**config.mk**
```make
export PLATFORM = sky130hd
export DESIGN_NAME = periodic_eval_scheduler_flat
export DESIGN_NICKNAME = d
export VERILOG_FILES = /design/src/rtl/periodic_eval_scheduler_if.sv /design/src/rtl/periodic_eval_scheduler.sv /design/src/flat_wrapper.sv
export SDC_FILE = /design/constraint.sdc
export NUM_CORES = 1
export LEC_CHECK = 0
export CAP_MARGIN = 25
export CORE_UTILIZATION = 45
export DETAILED_ROUTE_END_ITERATION = 10
export PLACE_DENSITY_LB_ADDON = 0.12
export RECOVER_POWER = 50
export SLEW_MARGIN = 20
export SYNTH_ARGS = -nofsm -noshare
export SYNTH_HDL_FRONTEND = slang
export SYNTH_SLANG_ARGS = --single-unit
```
**constraint.sdc**
```tcl
create_clock -name clk -period 4.26 [get_ports clk]
set_input_delay 0.852 -clock clk [delete_from_list [all_inputs] [get_ports clk]]
set_output_delay 0.852 -clock clk [all_outputs]
set_load 0.05 [all_outputs]
```
**src/rtl/periodic_eval_scheduler_if.sv**
```systemverilog
// periodic_eval_scheduler_if: event request handshake and per-stream evaluation outputs.
interface periodic_eval_scheduler_if #(
    parameter int NUM_STREAMS = 3,
    parameter int TIME_W = 32
);
    logic ev_valid;
    logic [NUM_STREAMS-1:0] ev_mask;
    logic ev_ready;
    logic [NUM_STREAMS-1:0] enable_out;
    logic [TIME_W-1:0] eval_time;
    logic eval_busy;
    modport master (output ev_valid, ev_mask, input ev_ready, enable_out, eval_time, eval_busy);
    modport slave (input ev_valid, ev_mask, output ev_ready, enable_out, eval_time, eval_busy);
endinterface

```
**src/rtl/periodic_eval_scheduler.sv**
```systemverilog
// periodic_eval_scheduler: merges periodic deadlines and events into a queue, then pulses stream enables layer by layer.
// Define SCHED_SKIP_EMPTY_LAYERS_EN to skip layers that hold no stream of the current entry.
module periodic_eval_scheduler #(
    parameter int NUM_STREAMS = 3,
    parameter int NUM_LAYERS = 2,
    parameter logic [2*NUM_STREAMS-1:0] LAYER_MAP = {2'd1, 2'd1, 2'd0},
    parameter int unsigned PERIOD_0 = 4,
    parameter int unsigned PERIOD_1 = 6,
    parameter int unsigned PERIOD_2 = 0,
    parameter int DEPTH = 4,
    parameter int TIME_W = 32
) (
    input  logic clk,
    input  logic rst,
    input  logic en,
    periodic_eval_scheduler_if.slave bus,
    output logic q_push,
    output logic q_push_valid,
    output logic q_pop,
    output logic q_pop_valid,
    output logic overflow
);
    localparam int AW = $clog2(DEPTH);
    typedef enum logic {IDLE, EVAL} state_t;
    function automatic int unsigned period_of(input int i);
        return i == 0 ? PERIOD_0 : i == 1 ? PERIOD_1 : i == 2 ? PERIOD_2 : 32'd0;
    endfunction
    state_t state, state_nxt;
    logic act, full, empty;
    logic [TIME_W-1:0] now, eval_time_q;
    logic [NUM_STREAMS-1:0] due_mask, req, cur_mask, head_mask, en_vec;
    logic [NUM_STREAMS-1:0] mask_mem [DEPTH];
    logic [TIME_W-1:0] time_mem [DEPTH];
    logic [AW-1:0] wr_ptr, rd_ptr;
    logic [AW:0] count;
    logic [1:0] layer, layer_nxt;
    for (genvar i = 0; i < NUM_STREAMS; i++) begin : g_s
        localparam int unsigned P = period_of(i);
        if (P > 0) begin : g_p
            logic [31:0] cnt;
            always_ff @(posedge clk or negedge rst)
                if (!rst) cnt <= P - 1;
                else if (en) cnt <= (cnt == 0) ? P - 1 : cnt - 1;
            assign due_mask[i] = cnt == 0;
        end else begin : g_n
            assign due_mask[i] = 1'b0;
        end
        assign en_vec[i] = act && state == EVAL && cur_mask[i] && LAYER_MAP[2*i+:2] == layer;
    end
    // Reset also gates the combinational strobes so every output reads 0 while rst is low.
    assign act = en & rst;
    assign full = count == (AW+1)'(DEPTH);
    assign empty = count == '0;
    assign head_mask = mask_mem[rd_ptr];
    assign req = due_mask | (bus.ev_valid ? bus.ev_mask : '0);
    assign q_push = act & |req;
    assign q_push_valid = q_push & ~full;
    assign bus.ev_ready = act & ~full;
    assign q_pop = act & (state == IDLE);
    assign q_pop_valid = q_pop & ~empty;
    assign bus.enable_out = en_vec;
    assign bus.eval_time = eval_time_q;
    assign bus.eval_busy = state == EVAL;
`ifdef SCHED_SKIP_EMPTY_LAYERS_EN
    function automatic logic [3:0] layers_of(input logic [NUM_STREAMS-1:0] m);
        logic [3:0] r;
        r = '0;
        for (int i = 0; i < NUM_STREAMS; i++)
            if (m[i]) r[LAYER_MAP[2*i+:2]] = 1'b1;
        return r;
    endfunction
    // Lowest populated layer at or above 'from'; bit 2 set means none left.
    function automatic logic [2:0] next_layer(input logic [3:0] pl, input logic [2:0] from);
        logic [2:0] r;
        r = 3'd4;
        for (int l = 3; l >= 0; l--)
            if (pl[l] && l < NUM_LAYERS && 3'(l) >= from) r = 3'(l);
        return r;
    endfunction
    logic [2:0] skip_first, skip_next;
    assign skip_first = next_layer(layers_of(head_mask), 3'd0);
    assign skip_next = next_layer(layers_of(cur_mask), {1'b0, layer} + 3'd1);
    always_comb begin
        state_nxt = state;
        layer_nxt = layer;
        if (state == IDLE) begin
            state_nxt = empty ? IDLE : EVAL;
            layer_nxt = empty ? layer : skip_first[1:0];
        end else begin
            state_nxt = skip_next[2] ? IDLE : EVAL;
            layer_nxt = skip_next[1:0];
        end
    end
`else
    always_comb begin
        state_nxt = state;
        layer_nxt = layer;
        if (state == IDLE) begin
            state_nxt = empty ? IDLE : EVAL;
            layer_nxt = 2'd0;
        end else begin
            state_nxt = layer == 2'(NUM_LAYERS - 1) ? IDLE : EVAL;
            layer_nxt = layer + 2'd1;
        end
    end
`endif
    always_ff @(posedge clk or negedge rst)
        if (!rst) begin
            state <= IDLE;
            layer <= '0;
            now <= '0;
            wr_ptr <= '0;
            rd_ptr <= '0;
            count <= '0;
            cur_mask <= '0;
            eval_time_q <= '0;
            overflow <= 1'b0;
        end else if (en) begin
            now <= now + 1'b1;
            state <= state_nxt;
            layer <= layer_nxt;
            count <= count + (AW+1)'(q_push_valid) - (AW+1)'(q_pop_valid);
            if (q_push_valid) wr_ptr <= wr_ptr + 1'b1;
            if (q_pop_valid) begin
                rd_ptr <= rd_ptr + 1'b1;
                cur_mask <= head_mask;
                eval_time_q <= time_mem[rd_ptr];
            end
            if (q_push && full && |due_mask) overflow <= 1'b1;
        end
    always_ff @(posedge clk)
        if (q_push_valid) begin
            mask_mem[wr_ptr] <= req;
            time_mem[wr_ptr] <= now;
        end
endmodule

```
**src/flat_wrapper.sv**
```systemverilog
// flat-port wrapper written by rule: the top's interface ports become plain ports
module periodic_eval_scheduler_flat 
#(
    parameter int NUM_STREAMS = 3,
    parameter int NUM_LAYERS = 2,
    parameter logic [2*NUM_STREAMS-1:0] LAYER_MAP = {2'd1, 2'd1, 2'd0},
    parameter int unsigned PERIOD_0 = 4,
    parameter int unsigned PERIOD_1 = 6,
    parameter int unsigned PERIOD_2 = 0,
    parameter int DEPTH = 4,
    parameter int TIME_W = 32
)
  (clk, rst, en, q_push, q_push_valid, q_pop, q_pop_valid, overflow, bus_ev_valid, bus_ev_mask, bus_ev_ready, bus_enable_out, bus_eval_time, bus_eval_busy);
  periodic_eval_scheduler_if #(.NUM_STREAMS(NUM_STREAMS), .TIME_W(TIME_W)) bus_i ();
  input  logic clk;
  input  logic rst;
  input  logic en;
  output logic q_push;
  output logic q_push_valid;
  output logic q_pop;
  output logic q_pop_valid;
  output logic overflow;
  input wire logic [$bits(bus_i.ev_valid)-1:0] bus_ev_valid;
  input wire logic [$bits(bus_i.ev_mask)-1:0] bus_ev_mask;
  output wire logic [$bits(bus_i.ev_ready)-1:0] bus_ev_ready;
  output wire logic [$bits(bus_i.enable_out)-1:0] bus_enable_out;
  output wire logic [$bits(bus_i.eval_time)-1:0] bus_eval_time;
  output wire logic [$bits(bus_i.eval_busy)-1:0] bus_eval_busy;
  assign bus_i.ev_valid = bus_ev_valid;
  assign bus_i.ev_mask = bus_ev_mask;
  assign bus_ev_ready = bus_i.ev_ready;
  assign bus_enable_out = bus_i.enable_out;
  assign bus_eval_time = bus_i.eval_time;
  assign bus_eval_busy = bus_i.eval_busy;
  periodic_eval_scheduler #(.NUM_STREAMS(NUM_STREAMS), .NUM_LAYERS(NUM_LAYERS), .LAYER_MAP(LAYER_MAP), .PERIOD_0(PERIOD_0), .PERIOD_1(PERIOD_1), .PERIOD_2(PERIOD_2), .DEPTH(DEPTH), .TIME_W(TIME_W)) u_core (.clk(clk), .rst(rst), .en(en), .bus(bus_i), .q_push(q_push), .q_push_valid(q_push_valid), .q_pop(q_pop), .q_pop_valid(q_pop_valid), .overflow(overflow));
endmodule
```
==> impl_metrics.py <==
metrics = {
    "layout": {
        "utilization_pct": 53.5,
        "drive_gt1_share_pct": 18.1,
        "nets": 867,
        "layout_common_cells": "edfxtp_1 (140), dfrtp_1 (137), nor2_1 (79)",
        "diodes": 0,
        "postLayoutCellArea_sq_um": 13600,
        "area_delta_synth_final_pct": 16.0,
        "layout_commonest_cell": "edfxtp_1",
    },
    "critical_path": {
        "r2r-start": "u_core.g_s[1].g_p.cnt[12]",
        "path_cells": "or4_4 > or4_4 > nor4_1 > o31a_1 > buf_4 > buf_12",
        "crit_arrival_ns": 3.15,
        "cp_max_fo": 15,
        "timing.rr.end": "u_core.count[2]",
        "worstPathRequired_ns": 3.41,
        "crit_path_start": "u_core.g_s[1].g_p.cnt[12]",
        "slowest_delay_ns": 0.62,
        "r2r_cells": 13,
        "cp_slowest_cell": "or4_4",
        "path_common_cell": "or4_4",
        "crit_type": "flop to output port",
        "critPathCaptureType": "output port",
        "r2r_slack_ns": 0.46,
        "crit_end": "q_push_valid",
        "start_kind": "flop",
    },
    "pwr": {
        "powerDensity_nw_per_um2": 687,
        "p_switching_mw": 3.16,
        "p_leak_nw": 5.26,
        "power.share.clock_pct": 26.9,
        "power_mw": 9.34,
        "p_int_mw": 6.18,
        "ir_drop_v": 0.000471,
        "p_comb_share_pct": 30.8,
        "seq_power_share_pct": 42.3,
        "swShare_pct": 33.8,
    },
    "min_path": {
        "hp-class": "flop to flop",
    },
    "global_route": {
        "grt_use_met2_pct": 28.4,
        "met3_usage_pct": 2.59,
        "grt.overflow.total": 0,
        "top_usage_layer": "met2",
        "grt_pass1_wl_um": 35600,
        "grt_max_degree": 144,
        "track_usage_pct": 17.0,
        "gr-usage-met1_pct": 23.4,
        "grt_pass1_vias": 6794,
        "antenna_found_initial": 0,
    },
    "synthesis": {
        "ys.flop_type": "edfxtp_1",
        "ys_seq_area_share_pct": 66.2,
        "syn_avg_cell_area_sq_um": 15.0,
        "async_reset_ff_share_pct": 50.4,
        "syn_area_sq_um": 11700,
        "synth_edf_count": 140,
        "ys_seq_elements": 282,
        "yosys_warnings": 0,
        "syn_nets": 800,
        "syn_inst": 779,
        "ys_types": 55,
    },
    "drt": {
        "first_iter_violations": 344,
        "firstDrtPassIters": 4,
        "drc": 0,
        "wl_per_cell_um": 17.9,
        "num_vias": 6454,
        "routed_wl_um": 21400,
        "drtAntennaViolNets": 0,
        "avgViaCountPerCell": 5.38,
    },
    "die": {
        "dieWidth_um": 163,
        "initial_core_util_pct": 46.2,
        "chipHeight_um": 163,
        "ios": 49,
        "placementRows": 58,
        "fp.coreArea_sq_um": 25400,
        "dieArea_sq_um": 26700,
    },
    "cts": {
        "cts_resized": 0,
        "cts.clk_slew.worst_paths_ns": 0.06,
        "htreeDepth": 1,
        "clk-insertion-delay-late_ns": 0.54,
        "cts-buffers-inserted": 29,
        "cts_sinks": 282,
        "cts_tree": "built",
        "holdBufCountCts": 0,
        "cts-root-buf": "clkbuf_16",
        "clockBufferDepth": 3,
        "post_cts_buffers": 0,
    },
    "timing": {
        "finalMaxSlewViolations": 144,
        "max_freq_mhz": 250,
        "fin_crit_ns": 4.00,
        "tightestPinTransition_ns": 2.02,
        "slew_headroom_pct": -34.4,
        "rsz0062_at_grt": "false",
        "setup_viol": 0,
        "fin_skew_ns": 0.0105,
        "post-route-period-util_pct": 93.9,
        "timing_hold_violations_final": 0,
        "totalNegativeSetupSlack_ns": 0,
    },
    "status": {
        "outcome": "finished with violations",
        "violations": "capacitance limit, slew limit",
    },
    "run": {
        "cap_violations": 1,
    },
    "place": {
        "hpwl_um": 13100,
        "place.gp.congestion": 0.797,
        "io_buffers": 48,
        "placed_area_sq_um": 12700,
    },
}
==> flip-flops by register name (all words and copies together) (netlist names) <==
name                  flops
u_core.wr_ptr             2
u_core.now               32
u_core.mask_mem          12
u_core.count              3
u_core.bus.eval_busy      1
u_core.layer              2
u_core.overflow           1
u_core.rd_ptr             2
u_core.time_mem         128
u_core.bus.eval_time     32
u_core.g_s.g_p.cnt       64
u_core.cur_mask           3
==> power groups by stage <==
stage                     clock network [mW]  logic, mW  registers, mW
final                                   2.51       2.88           3.95
after global routing                    2.68       3.13           4.05
after global placement                     0       2.85           3.97
after detailed placement                   0       2.91           4.02
after floorplan                            0       1.71           4.39
after CTS                               2.57       2.92           3.97
==> stage by stage <==
step	setup slack [ns]	std cells	hold slack [ns]
floorplan	0.185	779	0.471
global placement	0.643	1145	0.467
detailed placement	0.534	1145	0.479
CTS	0.236	1199	0.488
global route	0.126	1199	0.525
finish	0.262	1199	0.480
==> layout make-up <==
type / count / area, sq um
multi-input combinational: 452 / 3740
timing repair buffer: 67 / 686
clock buffer: 36 / 752
clock inverter: 18 / 189
sequential: 282 / 7760
fill: 2089 / 11800
tap: 330 / 413
inverter: 14 / 52.6
==> logic make-up (layout without fill, tap and decap cells) <==
family,after synthesis,after routing,share of synthesized area [%]
buffers and inverters,45,135,1.87
AO/OA/AOI/OAI,33,33,1.93
multiplexers,75,75,10.6
adder cells (fa/ha/maj),14,14,1.56
flip-flops,282,282,66.2
AND/OR/NAND/NOR,244,244,11.5
XOR/XNOR,86,86,6.42
==> worst max-delay path, delay by kind of cell (launching register included) <==
family          cells  cell delay, ns
buf+inv             2            0.31
simple gates        3            1.67
flops               1            0.43
compound gates      1            0.20
==> synth_stat cells (all sizes together), types with 2 or more instances <==
cell      n  area [sq um]
edfxtp  140          4200
dfrtp   138          3450
nor2     79           297
xnor2    53           464
mux2     39           439
mux4     35           788
xor2     33           289
nor3     24           120
nand2    22          82.6
nand4    20           125
nand3    17          85.1
nor4     17           155
buf      16           110
clkbuf   15          56.3
and2     14          87.6
inv      14          52.6
ha       13           163
or4      11          90.1
or3       9          56.3
and3      8          50.1
o21ai     8          40.0
a21o      6          45.0
and4      6          52.6
a21oi     5          25.0
dfstp     4           105
nor4b     4          41.3
or2       4          25.0
nand4b    3          26.3
a22o      2          17.5
nand3b    2          15.0
nor3b     2          15.0
o31a      2          17.5
==> worst min-delay path by stage <==
stage                                   from                        to  slack, ns  depth (start not counted)
CTS                          u_core.overflow           u_core.overflow       0.49                          1
finish                       u_core.overflow           u_core.overflow       0.48                          1
floorplan           u_core.g_s[0].g_p.cnt[0]  u_core.g_s[0].g_p.cnt[0]       0.47                          2
global placement             u_core.overflow           u_core.overflow       0.47                          1
detailed placement           u_core.overflow           u_core.overflow       0.48                          1
global route        u_core.bus.eval_time[17]  u_core.bus.eval_time[17]       0.53                          1
==> per-layer routing <==
| metal | wire (um) | vias to the layer above | share of wire (%) |
|---|---|---|---|
| met5 | 0 | - | 0 |
| met4 | 373 | 0 | 1.7 |
| met3 | 609 | 32 | 2.8 |
| met2 | 10400 | 102 | 48 |
| met1 | 10100 | 3300 | 47 |
| li1 | - | 3020 | - |
No activity file was read; power rests on OpenSTA's default activity.
